File: src/rtl/ffi_audio_pkg.sv
// Shared types and helpers for the ffi audio output path.
package ffi_audio_pkg;

    localparam int PCM_W = 16;

    typedef struct packed {
        logic signed [PCM_W-1:0] l;
        logic signed [PCM_W-1:0] r;
    } pcm_pair_t;

    function automatic logic [15:0] sat_inc16(input logic [15:0] value);
        return (value == 16'hFFFF) ? value : value + 16'd1;
    endfunction

endpackage

File: src/rtl/ffi_sample_fifo.sv
// Small synchronous FIFO of L/R sample pairs with first-word-fall-through read data.
module ffi_sample_fifo
    import ffi_audio_pkg::*;
#(
    parameter int DEPTH = 4,
    localparam int PTR_W = $clog2(DEPTH),
    localparam int CNT_W = PTR_W + 1
) (
    input  logic             clk50,
    input  logic             reset_n,
    input  logic             push,
    input  logic             pop,
    input  logic             flush,
    input  pcm_pair_t        wr_data,
    output pcm_pair_t        rd_data,
    output logic             full,
    output logic             empty,
    output logic [CNT_W-1:0] count
);

    pcm_pair_t mem [DEPTH];
    logic [PTR_W-1:0] wr_ptr;
    logic [PTR_W-1:0] rd_ptr;
    logic do_push;
    logic do_pop;

    assign full    = (count == CNT_W'(DEPTH));
    assign empty   = (count == '0);
    assign do_push = push && !full;
    assign do_pop  = pop && !empty;
    assign rd_data = mem[rd_ptr];

    always_ff @(posedge clk50 or negedge reset_n) begin
        if (!reset_n) begin
            wr_ptr <= '0;
            rd_ptr <= '0;
            count  <= '0;
        end else if (flush) begin
            wr_ptr <= '0;
            rd_ptr <= '0;
            count  <= '0;
        end else begin
            if (do_push) wr_ptr <= wr_ptr + 1'b1;
            if (do_pop)  rd_ptr <= rd_ptr + 1'b1;
            if (do_push && !do_pop)      count <= count + 1'b1;
            else if (!do_push && do_pop) count <= count - 1'b1;
        end
    end

    always_ff @(posedge clk50) begin
        if (do_push && !flush) mem[wr_ptr] <= wr_data;
    end

endmodule

File: src/rtl/ffi_i2s_tx.sv
// Stereo I2S transmitter (codec in slave mode): BCLK/LRCK generation, sample FIFO,
// MSB-first serialiser with one-BCLK delay, and saturating underrun/overflow counters.
module ffi_i2s_tx
    import ffi_audio_pkg::*;
#(
    parameter int BCLK_HALF  = 48,
    parameter int SLOT_BITS  = 32,
    parameter int FIFO_DEPTH = 4
) (
    input  logic              clk50,
    input  logic              reset_n,
    input  logic              enable,
    input  logic [PCM_W-1:0]  l_data,
    input  logic [PCM_W-1:0]  r_data,
    input  logic              l_valid,
    input  logic              r_valid,
    output logic              l_ready,
    output logic              r_ready,
    output logic              aud_bclk,
    output logic              aud_daclrck,
    output logic              aud_dacdat,
    input  logic              clr_counts,
    output logic [15:0]       underrun_cnt,
    output logic [15:0]       overflow_cnt
);

    localparam int DIV_W = $clog2(BCLK_HALF);
    localparam int IDX_W = $clog2(2 * SLOT_BITS);
    localparam int CNT_W = $clog2(FIFO_DEPTH) + 1;
    localparam int BIT_W = $clog2(PCM_W);
    localparam logic [DIV_W-1:0] DIV_TC   = DIV_W'(BCLK_HALF - 1);
    localparam logic [IDX_W-1:0] IDX_LAST = IDX_W'(2 * SLOT_BITS - 1);
    localparam logic [IDX_W-1:0] SLOT_LEN = IDX_W'(SLOT_BITS);
    localparam logic [IDX_W-1:0] PCM_LEN  = IDX_W'(PCM_W);

    logic [DIV_W-1:0] div;
    logic [IDX_W-1:0] bit_idx;
    logic [IDX_W-1:0] bit_idx_nxt;
    logic [IDX_W-1:0] slot_pos;
    logic [PCM_W-1:0] chan;
    logic             bclk;
    logic             lrck;
    logic             dacdat;
    logic             lrck_nxt;
    logic             dacdat_nxt;
    logic             ready;
    logic             bclk_fall;
    logic             frame_start;
    pcm_pair_t        shadow;
    pcm_pair_t        fifo_rd;
    pcm_pair_t        fifo_wr;
    logic             fifo_full;
    logic             fifo_empty;
    logic [CNT_W-1:0] fifo_count;
    logic [CNT_W-1:0] count_nxt;
    logic             push;
    logic             pop;
    logic             underrun_inc;
    logic             overflow_inc;

    assign bclk_fall    = (div == DIV_TC) && bclk;
    assign frame_start  = bclk_fall && (bit_idx == IDX_LAST);
    assign bit_idx_nxt  = (bit_idx == IDX_LAST) ? '0 : bit_idx + 1'b1;
    assign push         = enable && l_valid && r_valid && ready && !fifo_full;
    assign pop          = enable && frame_start && !fifo_empty;
    assign underrun_inc = enable && frame_start && fifo_empty;
    assign overflow_inc = enable && l_valid && r_valid && !ready;
    assign fifo_wr      = '{l: l_data, r: r_data};

    ffi_sample_fifo #(.DEPTH(FIFO_DEPTH)) u_fifo (
        .clk50   (clk50),
        .reset_n (reset_n),
        .push    (push),
        .pop     (pop),
        .flush   (!enable),
        .wr_data (fifo_wr),
        .rd_data (fifo_rd),
        .full    (fifo_full),
        .empty   (fifo_empty),
        .count   (fifo_count)
    );

    // Slot position 0 is the I2S delay bit; the sample occupies positions 1..PCM_W.
    always_comb begin
        lrck_nxt   = (bit_idx_nxt >= SLOT_LEN);
        slot_pos   = lrck_nxt ? bit_idx_nxt - SLOT_LEN : bit_idx_nxt;
        chan       = lrck_nxt ? shadow.r : shadow.l;
        dacdat_nxt = 1'b0;
        if (slot_pos != '0 && slot_pos <= PCM_LEN) dacdat_nxt = chan[BIT_W'(PCM_LEN - slot_pos)];
    end

    always_ff @(posedge clk50 or negedge reset_n) begin
        if (!reset_n) begin
            div     <= '0;
            bclk    <= 1'b0;
            bit_idx <= '0;
            lrck    <= 1'b0;
            dacdat  <= 1'b0;
        end else if (!enable) begin
            div     <= '0;
            bclk    <= 1'b0;
            bit_idx <= '0;
            lrck    <= 1'b0;
            dacdat  <= 1'b0;
        end else begin
            if (div == DIV_TC) begin
                div  <= '0;
                bclk <= ~bclk;
            end else begin
                div  <= div + 1'b1;
            end
            if (bclk_fall) begin
                bit_idx <= bit_idx_nxt;
                lrck    <= lrck_nxt;
                dacdat  <= dacdat_nxt;
            end
        end
    end

    // Ready looks at the post-update occupancy so a full FIFO is never offered.
    always_comb begin
        count_nxt = fifo_count;
        if (push && !pop)      count_nxt = fifo_count + 1'b1;
        else if (!push && pop) count_nxt = fifo_count - 1'b1;
    end

    always_ff @(posedge clk50 or negedge reset_n) begin
        if (!reset_n) begin
            ready  <= 1'b0;
            shadow <= '0;
        end else begin
            ready <= enable && (count_nxt != CNT_W'(FIFO_DEPTH));
            if (pop) shadow <= fifo_rd;
        end
    end

    always_ff @(posedge clk50 or negedge reset_n) begin
        if (!reset_n) begin
            underrun_cnt <= '0;
            overflow_cnt <= '0;
        end else if (clr_counts) begin
            underrun_cnt <= '0;
            overflow_cnt <= '0;
        end else begin
            if (underrun_inc) underrun_cnt <= sat_inc16(underrun_cnt);
            if (overflow_inc) overflow_cnt <= sat_inc16(overflow_cnt);
        end
    end

    assign l_ready     = ready;
    assign r_ready     = ready;
    assign aud_bclk    = bclk;
    assign aud_daclrck = lrck;
    assign aud_dacdat  = dacdat;

endmodule

File: config.mk
export PLATFORM = sky130hd
export DESIGN_NAME = ffi_i2s_tx
export DESIGN_NICKNAME = d
export VERILOG_FILES = /design/src/rtl/ffi_audio_pkg.sv /design/src/rtl/ffi_sample_fifo.sv /design/src/rtl/ffi_i2s_tx.sv
export SDC_FILE = /design/constraint.sdc
export NUM_CORES = 1
export LEC_CHECK = 0
export ABC_AREA = 1
export BUFFER_PORTS_ARGS = -buffer_cell sky130_fd_sc_hd__buf_4
export CAP_MARGIN = 20
export CORE_ASPECT_RATIO = 1.5
export CORE_UTILIZATION = 60
export CTS_CLUSTER_DIAMETER = 60
export DETAILED_ROUTE_END_ITERATION = 8
export GPL_TIMING_DRIVEN = 0
export PLACE_DENSITY = 0.8
export SLEW_MARGIN = 20
export SYNTH_ARGS = -nofsm -noshare
export SYNTH_HDL_FRONTEND = slang
export SYNTH_SLANG_ARGS = --single-unit
File: constraint.sdc
create_clock -name clk50 -period 3.4 [get_ports clk50]
set_clock_uncertainty 0.15 [all_clocks]
set_input_delay 0.34 -clock clk50 [delete_from_list [all_inputs] [get_ports clk50]]
set_output_delay 0.34 -clock clk50 [all_outputs]
set_load 0.02 [all_outputs]
==> impl_summary.log <==
[metrics] DIE AREA: 16400 sq um
[metrics] cell area after synthesis: 9520 sq um
[metrics] FP Rows: 56
[metrics] EDFF count, synth: 128
[metrics] final critical path time including I/O delays and setup: 2.54 ns
[metrics] maximum number of pins on one net before global-route repair: 88
[metrics] Hold WS: approximately 0.020 ns
[metrics] multi-input logic area: approximately 3100 sq um
[metrics] final net count: approximately 1100
[metrics] post-synthesis area per instance: 10.3 sq um
[metrics] footprint of the flip-flops and latches: around 6000 sq um
[metrics] Fin. Hold Viols: 0
[metrics] clock slew at the register clock pins of the worst setup and hold paths: 0.07 ns
[metrics] post-route ant nets: 0
[metrics] layout-stage area growth over the synthesis result: 20.3%
[metrics] Post CTS Setup Buffer Count: 0
[metrics] post-cts repair resize count: 0
[metrics] largest family of logic cells by synthesized area: simple AND/OR/NAND/NOR gates
[metrics] cell at the slowest stage of the critical path: nor2_4
[metrics] clock latency on the worst-skew pair: 0.50 ns
[metrics] final setup fails: 0
[metrics] overall track demand over capacity in global routing: 27.6%
[metrics] final standard cell area without fillers: approximately 11000 sq um
[metrics] total power per unit cell area: 467 nW/um^2
[metrics] type of element capturing the critical path: flop
[metrics] sequential area share after synthesis: a little over three fifths
[metrics] top flip-flop cell by instance count after synthesis: edfxtp_1
[metrics] I/O pin count: 75
[metrics] number of sinks on the clock net: around 220
[metrics] proportion of register bits with asynchronous set or reset after synthesis: a little over 40%
[metrics] arrival time at the worst endpoint: 2.59 ns
[metrics] Yosys Warn Count: 0
[metrics] last weighted congestion value of the routability-driven placer: between 0.8 and 0.9
[metrics] worst-case headroom to the max-slew limit: between 40% and 50%
[metrics] commonest cells after routing, fill and taps aside: nor2_1 (192), edfxtp_1 (128), nand2_1 (114)
[metrics] Post-Synth Adder-Cell Area: 1.45%
[metrics] synthesized netlist net count: 976
[metrics] clock tree buffer depth: 3
[metrics] 1st-pass router iterations: 9
[metrics] starting DRC count in detailed routing: 623
[metrics] clock tree from TritonCTS: yes
[metrics] Synth Area in Compound Gates: 10.2%
[metrics] Least-Margin Pin Slew: 0.809 ns
[metrics] startpoint type of the worst setup path: flop
[metrics] simple-gate share of the synthesized area: between 10% and 20%
[metrics] biggest fanout along the worst timing path: 20
[metrics] count of filler cells inserted in the layout: 1097
[metrics] critical path type: flop to flop
[metrics] initial core utilization: 61.2%
[metrics] htree depth: 1
[metrics] Peak supply drop: 0.436 mV
[metrics] share of the cycle needed by the critical path after routing: roughly three quarters
[metrics] number of unique standard cell types used by synthesis: 47
[metrics] status: finished, violations left
[metrics] detailed-route wire length per cell: 17.2 microns
[metrics] required time of the critical path: 3.45 ns
[metrics] Lkg Pwr: roughly 4.7 nW
[metrics] via count of the first global-routing pass: 7123
[metrics] n_diodes: 0
[metrics] Synth Area in XOR/XNOR: 1.47%
[metrics] number of port buffers: 72
[metrics] PnR Total Power: 5.36 mW
[metrics] number of antenna violations at the first check in global routing: 0
[metrics] Vias per Instance: 5.71
[metrics] max frequency: ~390 MHz
[metrics] Root Buffer Master: clkbuf_16
[metrics] worst-path cell chain: inv_1, ha_1, a21boi_0, nand2_1, nor2_4, buf_16
[metrics] Final Max Slew Viols: 0
[metrics] global route overflow: 0
[metrics] Max stage delay on crit path: 0.67 ns
[metrics] number of CTS-inserted buffers: 20
[metrics] core footprint: 15600 sq um
[metrics] count of vias placed by the detailed router: roughly 7300
[metrics] synthesis-stage register bit count: 215
[metrics] violations in the final reports: design-rule violations
[metrics] max-cap check violation count: 0
[metrics] cell area after placement: 10400 sq um
[metrics] die outline height: approximately 160 microns
[metrics] Post-Syn Instances: 927
[metrics] layout cell share with drive strength beyond 1: 14.7%
[metrics] commonest non-fill, non-tap cell in the layout: nor2_1
[metrics] post-detailed-route DRC marker count: 1
[metrics] DRT Wirelength: 21900 microns
[metrics] wire length of the first global-routing pass: 35200 microns
[metrics] sum of net half-perimeters after detailed placement: 14800 microns
[metrics] class of the tightest hold or removal check: input pin to flop
[metrics] mux share of post-synthesis cell area: 0%
[metrics] RSZ-0062 raised after global routing: false
[metrics] horizontal die dimension: between 100 and 150 microns
==> repair_timing <==
action	in CTS	in global routing
hold buffers	33	0
setup endpoints to repair	0	0
hold endpoints to repair	215	0
==> final timing paths <==
| check | startpoint | to | slack [ns] | cells past startpoint |
|---|---|---|---|---|
| max in group asynchronous | reset_n | overflow_cnt[3] | 2.22 | 2 |
| hold reg to reg | div[0] | div[0] | 0.31 | 1 |
| hold / removal | enable | u_fifo.rd_ptr[1] | 0.02 | 3 |
| setup / recovery | u_fifo.count[0] | u_fifo.mem[0][7] | 0.86 | 6 |
| min in group asynchronous | reset_n | underrun_cnt[10] | 0.31 | 2 |
| setup reg to reg | u_fifo.count[0] | u_fifo.mem[0][7] | 0.86 | 6 |
==> sequential cells by signal (all words and copies together), names as in the netlist <==
signal and cells:
u_fifo.mem 128, shadow 32, overflow_cnt 16, underrun_cnt 16
bit_idx 6, div 6, u_fifo.count 3, u_fifo.rd_ptr 2
u_fifo.wr_ptr 2, aud_bclk 1, aud_dacdat 1, aud_daclrck 1
l_ready 1
==> layout make-up <==
type / instances / share of cell area (%)
Clock buffer: 26 / 4.75
Clock inverter: 10 / 1.20
Multi-Input combinational cell: 612 / 27.2
Timing Repair Buffer: 109 / 8.47
Buffer: 36 / 1.47
Sequential cell: 215 / 52.6
Inverter: 64 / 2.10
Tap cell: 203 / 2.22
==> critical path: cells and delay by family, from the launching register on <==
family	cells	cell delay, ns
AO/OA/AOI/OAI	1	0.17
adder cells (fa/ha/maj)	1	0.21
buffers and inverters	2	0.32
flip-flops	1	0.37
AND/OR/NAND/NOR	2	0.99
==> metrics by stage <==
step           utilization (%)  instances  setup slack [ns]  setup TNS (ns)
6_report                  73.6       1275             0.856               0
5_1_grt                   73.6       1275             0.737               0
4_1_cts                   73.6       1275             0.847               0
3_5_place_dp              67.1       1206             0.886               0
3_3_place_gp              66.3       1202            -0.651          -72.50
2_1_floorplan                -        927             0.518               0
==> logic make-up after synthesis <==
group,after synthesis
and+or+nand+nor,411
AOI/OAI and AO/OA,174
xor gates and xnor gates,16
DFF,215
adders and majority gates,11
buffers and inverters,100
==> per-layer routing <==
layer / wire length [microns] / share of wire, % / track usage [%] / vias up
met5: 0 / 0 / 0 / -
met2: 11800 / 54 / 52.0 / 295
met4: 694 / 3.2 / 11.5 / 0
met1: 8180 / 37 / 31.5 / 3486
met3: 1250 / 5.7 / 3.42 / 62
li1: - / - / - / 3436
==> synth_stat cells (all sizes together) (9+ instances only) <==
master  number  area, sq um
a21oi       25          125
o21ai       93          469
o31ai       10         75.1
edfxtp     128         3840
nor3         9         50.1
buf         11         75.1
nand3       48          255
nand4       10         83.8
nor2       209          851
dfrtp       87         2180
ha          11          138
inv         64          240
a31oi       26          163
nand2      124          520
clkbuf      25         93.8
xor2        13          114
o22ai       12         75.1
==> power breakdown <==
| part | internal, mW | total [mW] | leakage [nW] | switching [mW] |
|---|---|---|---|---|
| registers | 2.79 | 2.81 | 2.32 | 0.0152 |
| clock network | 1.37 | 2.32 | 0.329 | 0.948 |
| logic | 0.0935 | 0.228 | 2.03 | 0.135 |
| total | 4.26 | 5.36 | 4.68 | 1.10 |
Note: power is estimated with default switching activity, not from simulation.
